===== src/rtl/image_compositor_pkg.sv =====
// Shared types and constants for the image compositor: pipeline region tags,
// colour constants and the selection-cursor move encoding.
package image_compositor_pkg;

    typedef enum logic [2:0] {OUTSIDE, BG, IMG1, IMG1_BORDER, IMG2} region_t;

    typedef enum logic [1:0] {NONE, NEG, POS} move_t;

    typedef enum logic {IDLE, PENDING} cursor_state_t;

    typedef struct packed {
        logic [7:0] r;
        logic [7:0] g;
        logic [7:0] b;
    } rgb_t;

    localparam rgb_t C_WHITE = '{r: 8'hFF, g: 8'hFF, b: 8'hFF};
    localparam rgb_t C_RED   = '{r: 8'hFF, g: 8'h00, b: 8'h00};
    localparam rgb_t C_BLACK = '{r: 8'h00, g: 8'h00, b: 8'h00};

    // Opposing requests in the same cycle cancel the axis; otherwise the newest wins.
    function automatic move_t axis_request(input logic neg, input logic pos, input move_t cur);
        if (neg && pos) return NONE;
        if (neg)        return NEG;
        if (pos)        return POS;
        return cur;
    endfunction

endpackage


===== src/rtl/image_compositor_selection_cursor.sv =====
// Selection-square cursor: collects button moves per axis and applies at most
// one clamped step per axis at the next frame boundary.
module selection_cursor
    import image_compositor_pkg::*;
#(
    parameter int IMG1_W   = 400,
    parameter int IMG1_H   = 400,
    parameter int SEL_SIZE = 100,
    parameter int SEL_STEP = 100
) (
    input  logic       clk,
    input  logic       rst_n,
    input  logic       frame_start,
    input  logic       btn_up,
    input  logic       btn_dn,
    input  logic       btn_lf,
    input  logic       btn_rt,
    output logic [8:0] sel_x,
    output logic [8:0] sel_y
);

    localparam int MAX_X = IMG1_W - SEL_SIZE;
    localparam int MAX_Y = IMG1_H - SEL_SIZE;

    cursor_state_t state, state_nxt;
    move_t         pend_x, pend_y, pend_x_nxt, pend_y_nxt;
    move_t         base_x, base_y;
    logic [8:0]    sel_x_nxt, sel_y_nxt;
    logic          apply;
    logic          any_btn;

    function automatic logic [8:0] step_pos(input logic [8:0] pos, input move_t mv, input int max_pos);
        int p;
        p = int'(pos);
        case (mv)
            POS:     p = (p + SEL_STEP > max_pos) ? max_pos : p + SEL_STEP;
            NEG:     p = (p < SEL_STEP) ? 0 : p - SEL_STEP;
            default: p = int'(pos);
        endcase
        return p[8:0];
    endfunction

    always_ff @(posedge clk or negedge rst_n) begin
        if (!rst_n) begin
            state  <= IDLE;
            pend_x <= NONE;
            pend_y <= NONE;
            sel_x  <= '0;
            sel_y  <= '0;
        end else begin
            state  <= state_nxt;
            pend_x <= pend_x_nxt;
            pend_y <= pend_y_nxt;
            sel_x  <= sel_x_nxt;
            sel_y  <= sel_y_nxt;
        end
    end

    // Pulses arriving with frame_start are folded in after the clear, so they wait a frame.
    always_comb begin
        apply      = frame_start && (state == PENDING);
        any_btn    = btn_up || btn_dn || btn_lf || btn_rt;
        sel_x_nxt  = sel_x;
        sel_y_nxt  = sel_y;
        state_nxt  = state;
        base_x     = pend_x;
        base_y     = pend_y;
        if (apply) begin
            sel_x_nxt = step_pos(sel_x, pend_x, MAX_X);
            sel_y_nxt = step_pos(sel_y, pend_y, MAX_Y);
            base_x    = NONE;
            base_y    = NONE;
            state_nxt = IDLE;
        end
        pend_x_nxt = axis_request(btn_lf, btn_rt, base_x);
        pend_y_nxt = axis_request(btn_up, btn_dn, base_y);
        if (any_btn) begin
            state_nxt = PENDING;
        end
    end

endmodule


===== src/rtl/image_compositor.sv =====
// Pipelined VGA image compositor: beam position -> frame-buffer address -> RGB,
// with a selection-square overlay on image 1. Optional border blink: SEL_BLINK_EN.
module image_compositor
    import image_compositor_pkg::*;
#(
    parameter int H_ACTIVE   = 640,
    parameter int V_ACTIVE   = 480,
    parameter int IMG1_X     = 0,
    parameter int IMG1_Y     = 0,
    parameter int IMG1_W     = 400,
    parameter int IMG1_H     = 400,
    parameter int IMG2_X     = 439,
    parameter int IMG2_Y     = 0,
    parameter int IMG2_W     = 200,
    parameter int IMG2_H     = 200,
    parameter int ADDR_W     = 19,
    parameter int PIX_W      = 8,
    parameter int MEM_LAT    = 2,
    parameter int SEL_SIZE   = 100,
    parameter int SEL_BORDER = 1,
    parameter int SEL_STEP   = 100
) (
    input  logic              clk,
    input  logic              rst_n,
    input  logic [9:0]        hs,
    input  logic [9:0]        vs,
    input  logic              frame_start,
    input  logic              btn_up,
    input  logic              btn_dn,
    input  logic              btn_lf,
    input  logic              btn_rt,
    input  logic [PIX_W-1:0]  pixel,
    output logic [ADDR_W-1:0] memory_addr,
    output logic [7:0]        red,
    output logic [7:0]        green,
    output logic [7:0]        blue,
    output logic              pix_valid,
    output logic [8:0]        sel_x,
    output logic [8:0]        sel_y
);

    localparam logic [ADDR_W-1:0] HA        = ADDR_W'(H_ACTIVE);
    localparam logic [ADDR_W-1:0] VA        = ADDR_W'(V_ACTIVE);
    localparam logic [ADDR_W-1:0] I1X       = ADDR_W'(IMG1_X);
    localparam logic [ADDR_W-1:0] I1Y       = ADDR_W'(IMG1_Y);
    localparam logic [ADDR_W-1:0] I1W       = ADDR_W'(IMG1_W);
    localparam logic [ADDR_W-1:0] I1H       = ADDR_W'(IMG1_H);
    localparam logic [ADDR_W-1:0] I2X       = ADDR_W'(IMG2_X);
    localparam logic [ADDR_W-1:0] I2Y       = ADDR_W'(IMG2_Y);
    localparam logic [ADDR_W-1:0] I2W       = ADDR_W'(IMG2_W);
    localparam logic [ADDR_W-1:0] I2H       = ADDR_W'(IMG2_H);
    localparam logic [ADDR_W-1:0] SS        = ADDR_W'(SEL_SIZE);
    localparam logic [ADDR_W-1:0] SB        = ADDR_W'(SEL_BORDER);
    localparam logic [ADDR_W-1:0] IMG2_BASE = ADDR_W'(IMG1_W * IMG1_H);

    logic [ADDR_W-1:0] hs_e, vs_e, dx1, dy1, dx2, dy2, sdx, sdy, addr_a;
    logic              in_active, in_img1, in_img2, in_square, on_edge;
    logic              border_on;
    region_t           region_a;
    region_t           tag_d [MEM_LAT];
    logic [7:0]        grey;
    rgb_t              colour_nxt;
    logic              valid_nxt;

    selection_cursor #(
        .IMG1_W   (IMG1_W),
        .IMG1_H   (IMG1_H),
        .SEL_SIZE (SEL_SIZE),
        .SEL_STEP (SEL_STEP)
    ) u_cursor (
        .clk         (clk),
        .rst_n       (rst_n),
        .frame_start (frame_start),
        .btn_up      (btn_up),
        .btn_dn      (btn_dn),
        .btn_lf      (btn_lf),
        .btn_rt      (btn_rt),
        .sel_x       (sel_x),
        .sel_y       (sel_y)
    );

`ifdef SEL_BLINK_EN
    logic [5:0] blink_cnt;

    always_ff @(posedge clk or negedge rst_n) begin
        if (!rst_n) begin
            blink_cnt <= '0;
        end else if (frame_start) begin
            blink_cnt <= blink_cnt + 6'd1;
        end
    end

    assign border_on = ~blink_cnt[5];
`else
    assign border_on = 1'b1;
`endif

    // Range tests use unsigned wrap: (v - lo) < len covers lo <= v < lo+len.
    always_comb begin
        hs_e      = ADDR_W'(hs);
        vs_e      = ADDR_W'(vs);
        dx1       = hs_e - I1X;
        dy1       = vs_e - I1Y;
        dx2       = hs_e - I2X;
        dy2       = vs_e - I2Y;
        sdx       = dx1 - ADDR_W'(sel_x);
        sdy       = dy1 - ADDR_W'(sel_y);
        in_active = (hs_e < HA) && (vs_e < VA);
        in_img1   = (dx1 < I1W) && (dy1 < I1H);
        in_img2   = (dx2 < I2W) && (dy2 < I2H);
        in_square = (sdx < SS) && (sdy < SS);
        on_edge   = (sdx < SB) || (sdx >= SS - SB) || (sdy < SB) || (sdy >= SS - SB);
        region_a  = OUTSIDE;
        addr_a    = '0;
        if (in_active) begin
            if (in_img1) begin
                region_a = (in_square && on_edge && border_on) ? IMG1_BORDER : IMG1;
                addr_a   = dx1 + dy1 * I1W;
            end else if (in_img2) begin
                region_a = IMG2;
                addr_a   = IMG2_BASE + dx2 + dy2 * I2W;
            end else begin
                region_a = BG;
            end
        end
    end

    // Tags clear to OUTSIDE so nothing stale reaches the output after reset.
    always_ff @(posedge clk or negedge rst_n) begin
        if (!rst_n) begin
            memory_addr <= '0;
            for (int i = 0; i < MEM_LAT; i++) tag_d[i] <= OUTSIDE;
        end else begin
            memory_addr <= addr_a;
            tag_d[0]    <= region_a;
            for (int i = 1; i < MEM_LAT; i++) tag_d[i] <= tag_d[i-1];
        end
    end

    generate
        if (PIX_W >= 8) begin : g_grey_msb
            assign grey = pixel[PIX_W-1 -: 8];
        end else begin : g_grey_pad
            assign grey = {{(8-PIX_W){1'b0}}, pixel};
        end
    endgenerate

    always_comb begin
        colour_nxt = C_BLACK;
        valid_nxt  = 1'b0;
        case (tag_d[MEM_LAT-1])
            BG: begin
                colour_nxt = C_WHITE;
                valid_nxt  = 1'b1;
            end
            IMG1, IMG2: begin
                colour_nxt = '{r: grey, g: grey, b: grey};
                valid_nxt  = 1'b1;
            end
            IMG1_BORDER: begin
                colour_nxt = C_RED;
                valid_nxt  = 1'b1;
            end
            default: begin
                colour_nxt = C_BLACK;
                valid_nxt  = 1'b0;
            end
        endcase
    end

    always_ff @(posedge clk or negedge rst_n) begin
        if (!rst_n) begin
            red       <= '0;
            green     <= '0;
            blue      <= '0;
            pix_valid <= 1'b0;
        end else begin
            red       <= colour_nxt.r;
            green     <= colour_nxt.g;
            blue      <= colour_nxt.b;
            pix_valid <= valid_nxt;
        end
    end

endmodule

===== config.mk =====
export PLATFORM = sky130hd
export DESIGN_NAME = image_compositor
export DESIGN_NICKNAME = d
export VERILOG_FILES = /design/src/rtl/image_compositor_pkg.sv /design/src/rtl/image_compositor_selection_cursor.sv /design/src/rtl/image_compositor.sv
export SDC_FILE = /design/constraint.sdc
export NUM_CORES = 1
export LEC_CHECK = 0
export CORE_MARGIN = 2
export CORE_UTILIZATION = 56
export CTS_CLUSTER_SIZE = 20
export DETAILED_ROUTE_END_ITERATION = 16
export HOLD_SLACK_MARGIN = 0.06
export PLACE_DENSITY = 0.83
export SLEW_MARGIN = 20
export SYNTH_ARGS = -nofsm -noshare
export SYNTH_HDL_FRONTEND = slang
export SYNTH_SLANG_ARGS = --single-unit
export TNS_END_PERCENT = 50

===== constraint.sdc =====
create_clock -name clk -period 3.4 [get_ports clk]
set_input_delay 0.68 -clock clk [delete_from_list [all_inputs] [get_ports clk]]
set_output_delay 0.68 -clock clk [all_outputs]
set_load 0.01 [all_outputs]

; Word-level counts from Yosys, hierarchy flattened
; Index checks and enable logic that the tools add are counted.
[op_classes]
addsub = 10
mul = 2
n_lt_le_gt_ge = 16
n_eq_ne = 8
mux = 42
reduce_logical = 23
[ops]
columns = operator, n
row1 = $pmux 24 s3, 1
row2 = $mux 19, 3
row3 = $ge 19x7->1 const B, 2
row4 = $lt 19x1->1 const B, 2
row5 = $lt 19x7->1 const B, 2
row6 = $mux 9, 4
row7 = $pmux 9 s2, 2
row8 = $lt 10x9->1 const B, 3
row9 = $mul 10x5->15 const B, 2
row10 = $mux 2, 13
row11 = $sub 10x9->11, 2
row12 = $add 9x7->10 const B, 2
row13 = $gt 10x9->1 const B, 2
row14 = $add 10x19->19, 1
row15 = $add 18x19->19 const A, 1
row16 = $add 19x18->19, 1
row17 = $lt 19x8->1 const B, 1
row18 = $lt 9x7->1 const B, 2
row19 = $sub 9x7->9 const B, 2
row20 = $mux 1, 16
row21 = $sub 10x9->11 const B, 1
row22 = $lt 10x10->1 const B, 1
row23 = $lt 10x8->1 const B, 1
row24 = $mux 3, 3
row25 = other kinds (12), 31
[totals]
register_bits = 73
out_inout_bits = 62
word_cells = 113

; Longest topological paths before layout
; Gate-level depths: netlist of run 1.
[logic_depth]
depth_word = 9
ltp_mapped = 21

; Cells and area by module
; From an unflattened synthesis of run 1, not the netlist that was laid out.
[hier_totals]
hier_cells = 810
area_unflattened_um2 = 6742.7
[by_module_without_submodules]
columns = module, instances, cells_per_inst, area_per_inst_um2, seq_area_each_um2
row1 = image_compositor, 1, 599, 5102.4, 1051.0
row2 = selection_cursor, 1, 211, 1640.3, 475.5

; Worst setup path after synthesis of run 1
; Ideal clock, no wire load.
[synth_timing]
path_type = input to register
start = input port vs[2]
end = register memory_addr[18]
arrival_ns = 4.469
path_slack_ns = -1.197
path_stages = 17
path_cell_list = ha_1 ha_1 fa_1 ha_1 a211oi_1 nor2_1 xor2_1 ha_1 ha_1 or3_1 o21ai_0 a21oi_1 a31oi_1 o21ai_0 a21oi_1 xor2_1 o22ai_1
[synth_via]
elab_chain_cells = 5
[synth_rtl]
columns = item, line
row1 = from (decl), image_compositor.sv:26  ; input logic [9:0] vs,
row2 = $mul 10x5->15 or $lt 10x8->1 (tied branches), "image_compositor.sv:118, image_compositor.sv:121, image_compositor.sv:110"
row3 = $add 19x18->19 or $logic_and 1x1->1 (tied branches), "image_compositor.sv:121, image_compositor.sv:110"
row4 = $mux 19, image_compositor.sv:119  ; end else if (in_img2) begin
row5 = $mux 19, image_compositor.sv:116  ; if (in_img1) begin
row6 = $mux 19 (*), image_compositor.sv:115  ; if (in_active) begin
row7 = via addr_a[18], image_compositor.sv:56  ; logic [ADDR_W-1:0] hs_e, vs_e, dx1, dy1, dx2, dy2, sdx, sdy, addr_a;
row8 = to (signal assigned), image_compositor.sv:134  ; memory_addr <= addr_a;
row9 = to (decl), image_compositor.sv:33  ; output logic [ADDR_W-1:0] memory_addr,
; Mark *: on every way through the listed nets, which the timed path passes. The rest lies on a longest branch.
; A chain may end at the register's enable or synchronous reset.

; Final worst setup path of run 1
[layout_timing]
start = input port vs[4]
end = register memory_addr[17]
; Same word-level chain as after synthesis.

==> flow_summary.ini, run 1 <==
[run_status]
status = finished, violations left
violations = setup timing

[power_and_ir_drop]
p_clk_frac = 0.122
p_total_uw = 6640
swShare = 0.443
p_int_uw = 3700
leakage_uw = 0.00429
vdd_drop_max_mv = 0.442
p_per_area_nw_per_um2 = 727
switching_power_uw = 2940
combPwrFrac = 0.720
p_seq_frac = 0.158

[layout]
final_cell_mix = buf_4, clkdlybuf4s50_1, ha_1
antenna_cells = 0
drive_gt1_frac = 0.284
fin_nets = 1097
final_common_cell = buf_4
stdcell_count = 1099
area_delta_synth_final_pct = 47.7

[worst_setup_path]
cp-endpoint = memory_addr[17]$_DFF_PN0_
regToRegStartpoint = u_cursor.sel_x[2]$_DFFE_PN0P_
cp.required_ns = 3.61
worstSetupStartpoint = vs[4]
critPathMaxFanout = 6
crit_path_end_kind = register
arrival_ns = 4.56
criticalPathCategory = input port to register
rr_worst_depth = 10
r2r-end = tag_d[3]$_DFF_PN0_
r2r_slack_ns = 0.33
critPathLaunchType = input port

[placement]
dp_hpwl_mm = 13.8
post-place-cells = 1063
portBuffers = 92
gp_congestion = 0.931

[sta]
relSlewSlack = 0.424
worst_slack_ns = -0.943
drv_slew = 0
setup_viol = 9
hold_viol = 0
worst_pin_slew_ns = 0.842
fin_crit_sh = 1.28
fin_worst_skew_ns = 0.0149
fin_crit_ns = 4.34
rsz0062_at_grt = yes
fmax_mhz = 230

[clock_tree]
htreeDepth = 3
clk_path_buf_depth = 2
cts_root_buffer = clkbuf_8
clkTransAtPathRegs_ns = 0.07
cts_hold_repair.buffers = 0
cts_tree = built
clkSinkCount = 61
cts_buffers = 9
clkLatencyLatePin_ns = 0.36

[synth]
synth-edff-count = 0
yosysUniqueCellTypes = 66
ys_seq_area_frac = 0.247
syn_area_per_cell_sq_um = 8.51
synth_flop_cell = dfrtp_1
netlist_instances = 726
synthArstFlopShare = 1.00
yosys_register_bits = 61
syn_area_sq_um = 6180
yosysWarnings = 0

[route]
first_iter_violations = 579
viasPerCell = 6.09
drt.antenna.violating_nets = 0
vias = 6693
drcViolationCount = 0
wl_per_cell_um = 18.5
firstDrtPassIters = 5
postRouteWirelength_mm = 20.3

[floorplanning]
die-width_um = 109
chipHeight_um = 109
rows = 38
initial_core_util = 0.573
dieArea_sq_um = 11900
core_area_sq_um = 10800
ios = 97

[min_path]
hp-class = input port to asynchronous set/reset pin

[global_routing]
antenna_found_initial = 0
grt_pass1_vias = 6582
grt_usage = 0.322
grt_max_degree = 50
grt_overflow = 0
grt_pass1_wl_mm = 30.5

[job]
drv_cap = 0
worst max-delay path, cell delays in order:
cell      delay (ns)
buf_12          0.11
ha_4            0.24
ha_4            0.26
inv_2           0.03
fa_1            0.52
inv_2           0.05
ha_4            0.32
o21ai_1         0.11
o21ai_2         0.20
a21oi_2         0.11
buf_4           0.15
o211ai_1        0.24
o211ai_1        0.19
ha_1            0.38
ha_4            0.25
a21oi_2         0.18
buf_4           0.14
o21ai_2         0.06
xnor2_1         0.21
o22ai_1         0.13
cell usage after synthesis (all sizes together) (5+ instances only):
| library cell | instances | area share |
|---|---|---|
| fa | 7 | 0.023 |
| a22o | 7 | 0.0099 |
| clkbuf | 9 | 0.0055 |
| nor3 | 18 | 0.015 |
| xor2 | 26 | 0.037 |
| nand2b | 14 | 0.015 |
| nor2b | 9 | 0.0091 |
| or3 | 5 | 0.0051 |
| nand2 | 50 | 0.030 |
| xnor2 | 22 | 0.031 |
| ha | 101 | 0.20 |
| and3 | 5 | 0.0051 |
| a211oi | 10 | 0.013 |
| a31oi | 6 | 0.0071 |
| nor2 | 44 | 0.027 |
| o21ai | 55 | 0.045 |
| or2 | 7 | 0.0071 |
| a21oi | 56 | 0.045 |
| buf | 13 | 0.016 |
| inv | 68 | 0.041 |
| a21o | 21 | 0.026 |
| o22ai | 19 | 0.022 |
| nand3 | 16 | 0.013 |
| nor4 | 8 | 0.011 |
| nand4 | 6 | 0.0061 |
| dfrtp | 61 | 0.25 |
metrics by stage:
stage	setup slack [ns]	hold slack [ns]	utilization	area (sq um)	TNS, ns
global route	-0.978	0.359	0.846	9130	-6.01
detailed placement	-1.59	0.340	0.774	8350	-13.26
finish	-0.943	0.339	0.846	9130	-5.47
global placement	-1.44	0.332	0.774	8350	-12.47
floorplan	-0.816	0.331	-	6490	-4.66
CTS	-0.685	0.347	0.829	8950	-4.02
routing by layer:
metal	global-route usage	part of all wire	wire [um]	up-vias
met5	0	0	0	-
met4	0.114	0.048	981	0
met3	0.0454	0.074	1500	94
met2	0.590	0.50	10200	387
met1	0.381	0.38	7670	3149
li1	-	-	-	3063
worst min-delay path by stage:
stage / slack [ns] / start / end
final: 0.34 / rst_n / blue[1]$_DFF_PN0_
after global routing: 0.36 / tag_d[4]$_DFF_PN0_ / tag_d[1]$_DFF_PN0_
after CTS: 0.35 / tag_d[4]$_DFF_PN0_ / tag_d[1]$_DFF_PN0_
after detailed placement: 0.34 / tag_d[4]$_DFF_PN0_ / tag_d[1]$_DFF_PN0_
after global placement: 0.33 / tag_d[4]$_DFF_PN0_ / tag_d[1]$_DFF_PN0_
after floorplan: 0.33 / tag_d[3]$_DFF_PN0_ / tag_d[0]$_DFF_PN0_
layout make-up:
| class | count | area (sq um) |
|---|---|---|
| well taps | 140 | 175 |
| multi-input cells | 580 | 4910 |
| flip-flops and latches | 61 | 1530 |
| clock buffers | 10 | 138 |
| repair buffers | 233 | 2000 |
| inverters | 69 | 269 |
| clock inverters | 6 | 110 |
| fillers | 553 | 1660 |
power by group through the flow:
| stage | registers, uW | logic (uW) | clock network [uW] |
|---|---|---|---|
| after CTS | 1040 | 4280 | 815 |
| after detailed placement | 1050 | 3960 | 0 |
| final | 1050 | 4780 | 810 |
| after global routing | 1070 | 5110 | 847 |
| after floorplan | 1060 | 2450 | 0 |
| after global placement | 1040 | 3790 | 0 |
timing repair:
| item | CTS | global route |
|---|---|---|
| gates resized for setup | 85 | 29 |
| setup buffers | 14 | 6 |
| endpoints found under the setup margin | 10 | 11 |
| pin swaps | 45 | 45 |
kinds of logic after synthesis:
logic type | after synthesis | share of synthesized area
other | 2 | 0.00122
flip-flops | 61 | 0.247
AO/OA/AOI/OAI | 218 | 0.228
adder cells (fa/ha/maj) | 108 | 0.227
AND/OR/NAND/NOR | 196 | 0.162
XOR/XNOR | 48 | 0.0680
multiplexers | 2 | 0.00324
buffers and inverters | 91 | 0.0638
sequential cells by signal (all words and copies together), names as in the netlist:
signal / flops
u_cursor.pend_x: 2
blue: 8
u_cursor.state: 1
tag_d: 6
u_cursor.sel_y: 7
u_cursor.sel_x: 7
memory_addr: 19
pix_valid: 1
u_cursor.pend_y: 2
red: 8
(Power assumes the default switching activity.)
==> run 2, diff against run 1 <==
--- a/config.mk
+++ b/config.mk
@@ -5,6 +5,7 @@
 export SDC_FILE = /design/constraint.sdc
 export NUM_CORES = 1
 export LEC_CHECK = 0
+export CORE_ASPECT_RATIO = 1.1
 export CORE_MARGIN = 2
 export CORE_UTILIZATION = 56
 export CTS_CLUSTER_SIZE = 20
==> run 2 against run 1 <==
  * The run still ends with setup timing left
  * Core utilization is 1.1 points higher
  * Sequential cell count stayed put
  * Worst hold slack better by 0.0087 ns
  * Global-route usage is 0.061 points higher
  * Sequential share of layout area is 0.32 points lower
  * Combinational power is 4.6% higher
  * Via count is 2.9% higher
  * Critical path type unchanged
  * Largest cell class unchanged
  * Largest power group unchanged
==> flow_summary.ini, run 2 (synthesis results as in run 1) <==
[run_status]
status = finished, violations left
violations = setup timing

[worst_setup_path]
arrival_ns = 4.47
cp.required_ns = 3.58
critPathLaunchType = input port
criticalPathCategory = input port to register
crit_path_end_kind = register
critPathMaxFanout = 5

[route]
wl_per_cell_um = 19.6
drcViolationCount = 0
vias = 6889
drt.antenna.violating_nets = 0
viasPerCell = 6.22
postRouteWirelength_mm = 21.7
first_iter_violations = 735
firstDrtPassIters = 6

[sta]
hold_viol = 0
drv_slew = 0
finalSetupTns_ns = -5.73
fin_worst_skew_ns = 0.00695
rsz0062_at_grt = yes
fin_crit_sh = 1.26
fmax_mhz = 233
setup_viol = 10
fin_crit_ns = 4.29
relSlewSlack = 0.475
worst_slack_ns = -0.888
worst_pin_slew_ns = 0.767

[floorplanning]
ios = 97
rows = 40
chipHeight_um = 114
dieArea_sq_um = 11900
core_area_sq_um = 10900
initial_core_util = 0.569
die-width_um = 104

[global_routing]
grt_max_degree = 48
antenna_found_initial = 0
grt_pass1_vias = 6669
met3_usage = 0.0575
grt_pass1_wl_mm = 31.1
grt_usage = 0.323
use_met1 = 0.366
grt-busiest-layer = met2
met2_usage = 0.593
grt_overflow = 0

[layout]
reg_top3 = memory_addr (19), blue (8), red (8)
drive_gt1_frac = 0.286
antenna_cells = 0
final_cell_mix = buf_4, clkdlybuf4s50_1, ha_1
regMostFlops = memory_addr
final_common_cell = buf_4
largest_reg_flops = 19
area_delta_synth_final_pct = 50.6
fin_nets = 1098

[job]
drv_cap = 0

[clock_tree]
clkSinkCount = 61
cts_tree = built
cts_root_buffer = clkbuf_16
cts_hold_repair.buffers = 0
cts_buffers = 9
htreeDepth = 3
clk_path_buf_depth = 2
clkLatencyLatePin_ns = 0.33
clkTransAtPathRegs_ns = 0.06

[power_and_ir_drop]
swShare = 0.445
leakage_uw = 0.00433
p_int_uw = 3880
switching_power_uw = 3100
p_per_area_nw_per_um2 = 750
combPwrFrac = 0.716
p_clk_frac = 0.134
vdd_drop_max_mv = 0.425
p_seq_frac = 0.151

[min_path]
hp-class = input port to asynchronous set/reset pin

[placement]
gp_congestion = 0.945
portBuffers = 92
dp_slack_ns = -1.64
dp_hpwl_mm = 13.9
==> run 2: power groups by stage <==
stage	sequential, uW	combinational, uW	clock [uW]
after floorplan	1060	2450	0
after global placement	1040	3770	0
after detailed placement	1060	3930	0
after CTS	1050	4310	936
after global routing	1070	5260	968
final	1050	5000	932
==> run 2: path summary, 6_finish.rpt <==
kind                                               startpoint                       endpoint  slack, ns  depth (start not counted)
worst max-delay path                                    vs[5]      memory_addr[18]$_DFF_PN0_      -0.89                         21
worst max register to register  u_cursor.sel_y[2]$_DFFE_PN0P_             tag_d[3]$_DFF_PN0_       0.31                         10
worst min-delay path                                    rst_n      memory_addr[10]$_DFF_PN0_       0.35                          1
max in group asynchronous                               rst_n  u_cursor.sel_y[3]$_DFFE_PN0P_       2.39                          2
min in group clk                           tag_d[5]$_DFF_PN0_             tag_d[2]$_DFF_PN0_       0.35                          0
worst min register to register             tag_d[5]$_DFF_PN0_             tag_d[2]$_DFF_PN0_       0.35                          0
==> run 2: critical path: stages <==
cell	delay [ns]
buf_12	0.10
inv_8	0.03
ha_4	0.23
ha_4	0.26
inv_2	0.03
fa_1	0.54
inv_2	0.05
ha_4	0.30
o21ai_4	0.07
a21oi_2	0.19
o31ai_2	0.12
a21oi_2	0.22
xor2_1	0.25
ha_1	0.30
ha_4	0.23
a21o_1	0.18
a21oi_2	0.16
o21ai_2	0.08
a21oi_2	0.14
xor2_1	0.19
o22ai_1	0.12
==> run 2: layout make-up <==
type                       count  area (sq um)
fill                         565          1550
multi-input combinational    580          5010
clock inverter                 5          58.8
timing repair buffer         234          2010
tap                          147           184
sequential                    61          1530
inverter                      69           269
clock buffer                  11           253
==> run 2: repair_timing <==
| item | CTS | global route |
|---|---|---|
| gates resized for setup | 100 | 27 |
| pin swaps | 54 | 38 |
| setup buffers | 14 | 9 |
| setup endpoints to repair | 11 | 10 |
==> run 2: per-layer routing <==
layer | part of all wire | routed length, um | up-vias
li1 | - | - | 3059
met1 | 0.36 | 7830 | 3240
met2 | 0.50 | 10900 | 459
met3 | 0.083 | 1800 | 131
met4 | 0.053 | 1140 | 0
met5 | 0 | 0 | -
==> run 2: stage by stage <==
stage	area, sq um	hold slack [ns]	total power, uW	utilization	std cells
floorplan	6490	0.331	3500	-	732
global placement	8340	0.335	4810	0.768	1068
detailed placement	8340	0.341	4990	0.768	1068
CTS	9100	0.358	6290	0.838	1098
global route	9310	0.360	7300	0.857	1107
finish	9310	0.348	6980	0.857	1107
==> edit: new RTL, flow settings as in run 2 <==
The option `SEL_BLINK_EN` is turned on by a define.
--- a/src/rtl/image_compositor.sv
+++ b/src/rtl/image_compositor.sv
@@ -2,2 +2,4 @@
 // with a selection-square overlay on image 1. Optional border blink: SEL_BLINK_EN.
+`define SEL_BLINK_EN
+
 module image_compositor
Formal check against the unedited RTL: no difference found for any inputs over 4 cycles, from zero or initial values and one cycle with rst_n low; that may be too few to reach the edited logic, so the function may still have changed.
==> edit against run 2 <==
  * The run still ends with setup timing left
  * Utilization down 3.7 points
  * Synthesized cell count up 6.3%
  * Die area up 6.9%
  * Setup slack worse by 150 ps
  * Sequential power up 14%
  * Critical endpoint unchanged
  * Critical path type unchanged
  * Synthesized area up 7.1%
  * Routed wire length down 1.3%
  * Register-to-register slack better by 330 ps
  * Cell count up 3.2%
  * Sequential share of layout area up 1.4 points
  * Sequential cell count up 6
  * Power up 4.7%
  * Final area up 1.2%
==> edit: results (changes against run 2) <==
| Metric | Value |
|---|---|
| Status | `finished with violations` |
| Failing checks | `setup timing` |
| Via Count | `7,015 (+1.8%)` |
| Hold path startpoint | `tag_d[5]` |
| Biggest regs | `memory_addr: 19 flops, blue: 8 flops, red: 8 flops` |
| Share of layout cells above drive strength 1 | `25.0% (-3.6 points)` |
| Max VDD drop | `0.000829 V (+95%)` |
| Hold Path Cell Cnt | `0` |
| FF-to-FF End | `tag_d[3]` |
| GP Congestion | `0.958 (+1.4%)` |
| Synth top cells by count | `ha_1, dfrtp_1, inv_1` |
| N_diodes | `0 (unchanged)` |
| Slew @ Worst Pin | `856 ps (+89.5 ps)` |
| Fill cell count | `673 (+19%)` |
| Ranking of synthesized cells by area | `dfrtp_1, ha_1, o21ai_0` |
| TNS Setup | `-6970 ps (-1240 ps)` |
| Post-route setup slack | `-1040 ps (-153 ps)` |
| Placed inst area | `0.00865 mm^2 (+3.7%)` |
| DRT iter0 DRCs | `585 (-20%)` |
| Number of buffers created by CTS | `9 (unchanged)` |
| Register clock-pin slew on the reported worst setup and hold paths | `70 ps` |
| Setup violators final | `10 (unchanged)` |
| First-pass GRT wire length | `32.5 mm (+4.5%)` |
| Compound-gate portion of the synthesized area | `23.0% (+0.24 points)` |
| Largest net degree at the start of global routing | `68 (+42%)` |
| GRT Resource Usage Total | `31.7% (-0.60 points)` |
| Leakage | `0.00433 uW (about the same)` |
| Netlist cell types | `77 (+17%)` |
| Worst reg2reg path depth | `9 (-1)` |
| Seq/Total Area, Yosys | `25.3% (+0.62 points)` |
| CP max stage cell | `fa_1` |
| Reg-to-reg startpoint | `u_cursor.sel_x[4]` |
| H-tree depth | `3 (unchanged)` |
| Internal reg-to-reg setup slack | `640 ps (+330 ps)` |
| Place WS | `-1730 ps (-97.9 ps)` |
| Number of port buffers | `92 (unchanged)` |
| Main synth FF type | `dfrtp_1` |
| Fraction of registers with async set or reset after synthesis | `100% (unchanged)` |
| CTS root buffer | `clkbuf_16` |
| Layout Skew | `7.53 ps (+0.577 ps)` |
| Vias in the first global route | `6,891 (+3.3%)` |
| CP max FO | `4 (-1)` |
| Cell family with most CP delay | `adder cells` |
| Worst-skew pair later-pin latency | `330 ps (about the same)` |
| Post-Synth XOR/XNOR Area | `8.29% (+1.5 points)` |
| Adder-cell share of the synthesized area | `21.4% (-1.3 points)` |
| Critical Path AT | `4660 ps (+190 ps)` |
| Final HPWL DP | `14.4 mm (+3.5%)` |
| Warnings, synthesis | `0 (unchanged)` |
| Hold Path End | `tag_d[2]` |
| Initial antenna violation count | `0 (unchanged)` |
| WL per Instance | `18.7 um (-4.3%)` |
| HP Class | `reg -> reg` |
| Nets | `1,131 (+3.0%)` |
| Post-synthesis mux area share | `1.10% (+0.77 points)` |
| Max incr delay on CP | `510 ps (-30 ps)` |
edit: cell types whose count changed in the layout (fill, tap and decap cells not counted), moves of 10 or more:
cell and change:
a21oi_1 +12, buf_4 -10, xnor2_1 +12, ha_4 -12, o21ai_0 +13, ha_1 +11
edit: per-layer routing:
metal  wire length, um  part of all wire, %  GRT usage, %
met5                 0                    0             0
met4              1080                  5.1          15.1
met3              1410                  6.6          4.76
met2             11200                   52          57.2
met1              7720                   36          35.8
edit: area by class of cell:
type	instances	area (um^2)	share of cell area (%)
multi-input cells	614	5060	53.7
repair buffers	227	1940	20.6
flip-flops and latches	67	1680	17.8
clock buffers	13	260	2.76
inverters	68	255	2.71
well taps	150	188	1.99
clock inverters	3	46.3	0.491
edit: worst max-delay path by stage:
| stage | cells after the start | start | slack (ps) | end |
|---|---|---|---|---|
| floorplan | 17 | vs[3] | -800 | memory_addr[18] |
| global placement | 20 | vs[2] | -1560 | memory_addr[18] |
| detailed placement | 19 | vs[2] | -1730 | memory_addr[18] |
| CTS | 20 | vs[2] | -890 | memory_addr[18] |
| global route | 21 | vs[4] | -1230 | memory_addr[18] |
| finish | 21 | vs[3] | -1040 | memory_addr[18] |
edit: what timing repair did:
| item | in CTS | in global routing |
|---|---|---|
| setup endpoints to repair | 11 | 10 |
| setup buffers | 13 | 8 |
| hold buffers | 0 | 0 |
| pin swaps | 46 | 29 |
| gates resized for setup | 73 | 17 |
edit: report_power, final:
part | total [uW] | switching, uW | internal (uW)
combinational | 5120 | 2650 | 2470
clock | 984 | 373 | 611
sequential | 1200 | 232 | 972
total | 7310 | 3250 | 4060
edit: stage by stage:
step	std cells	hold slack, ps
CTS	1134	356
global placement	1105	335
floorplan	778	331
detailed placement	1105	344
finish	1142	351
global route	1142	363
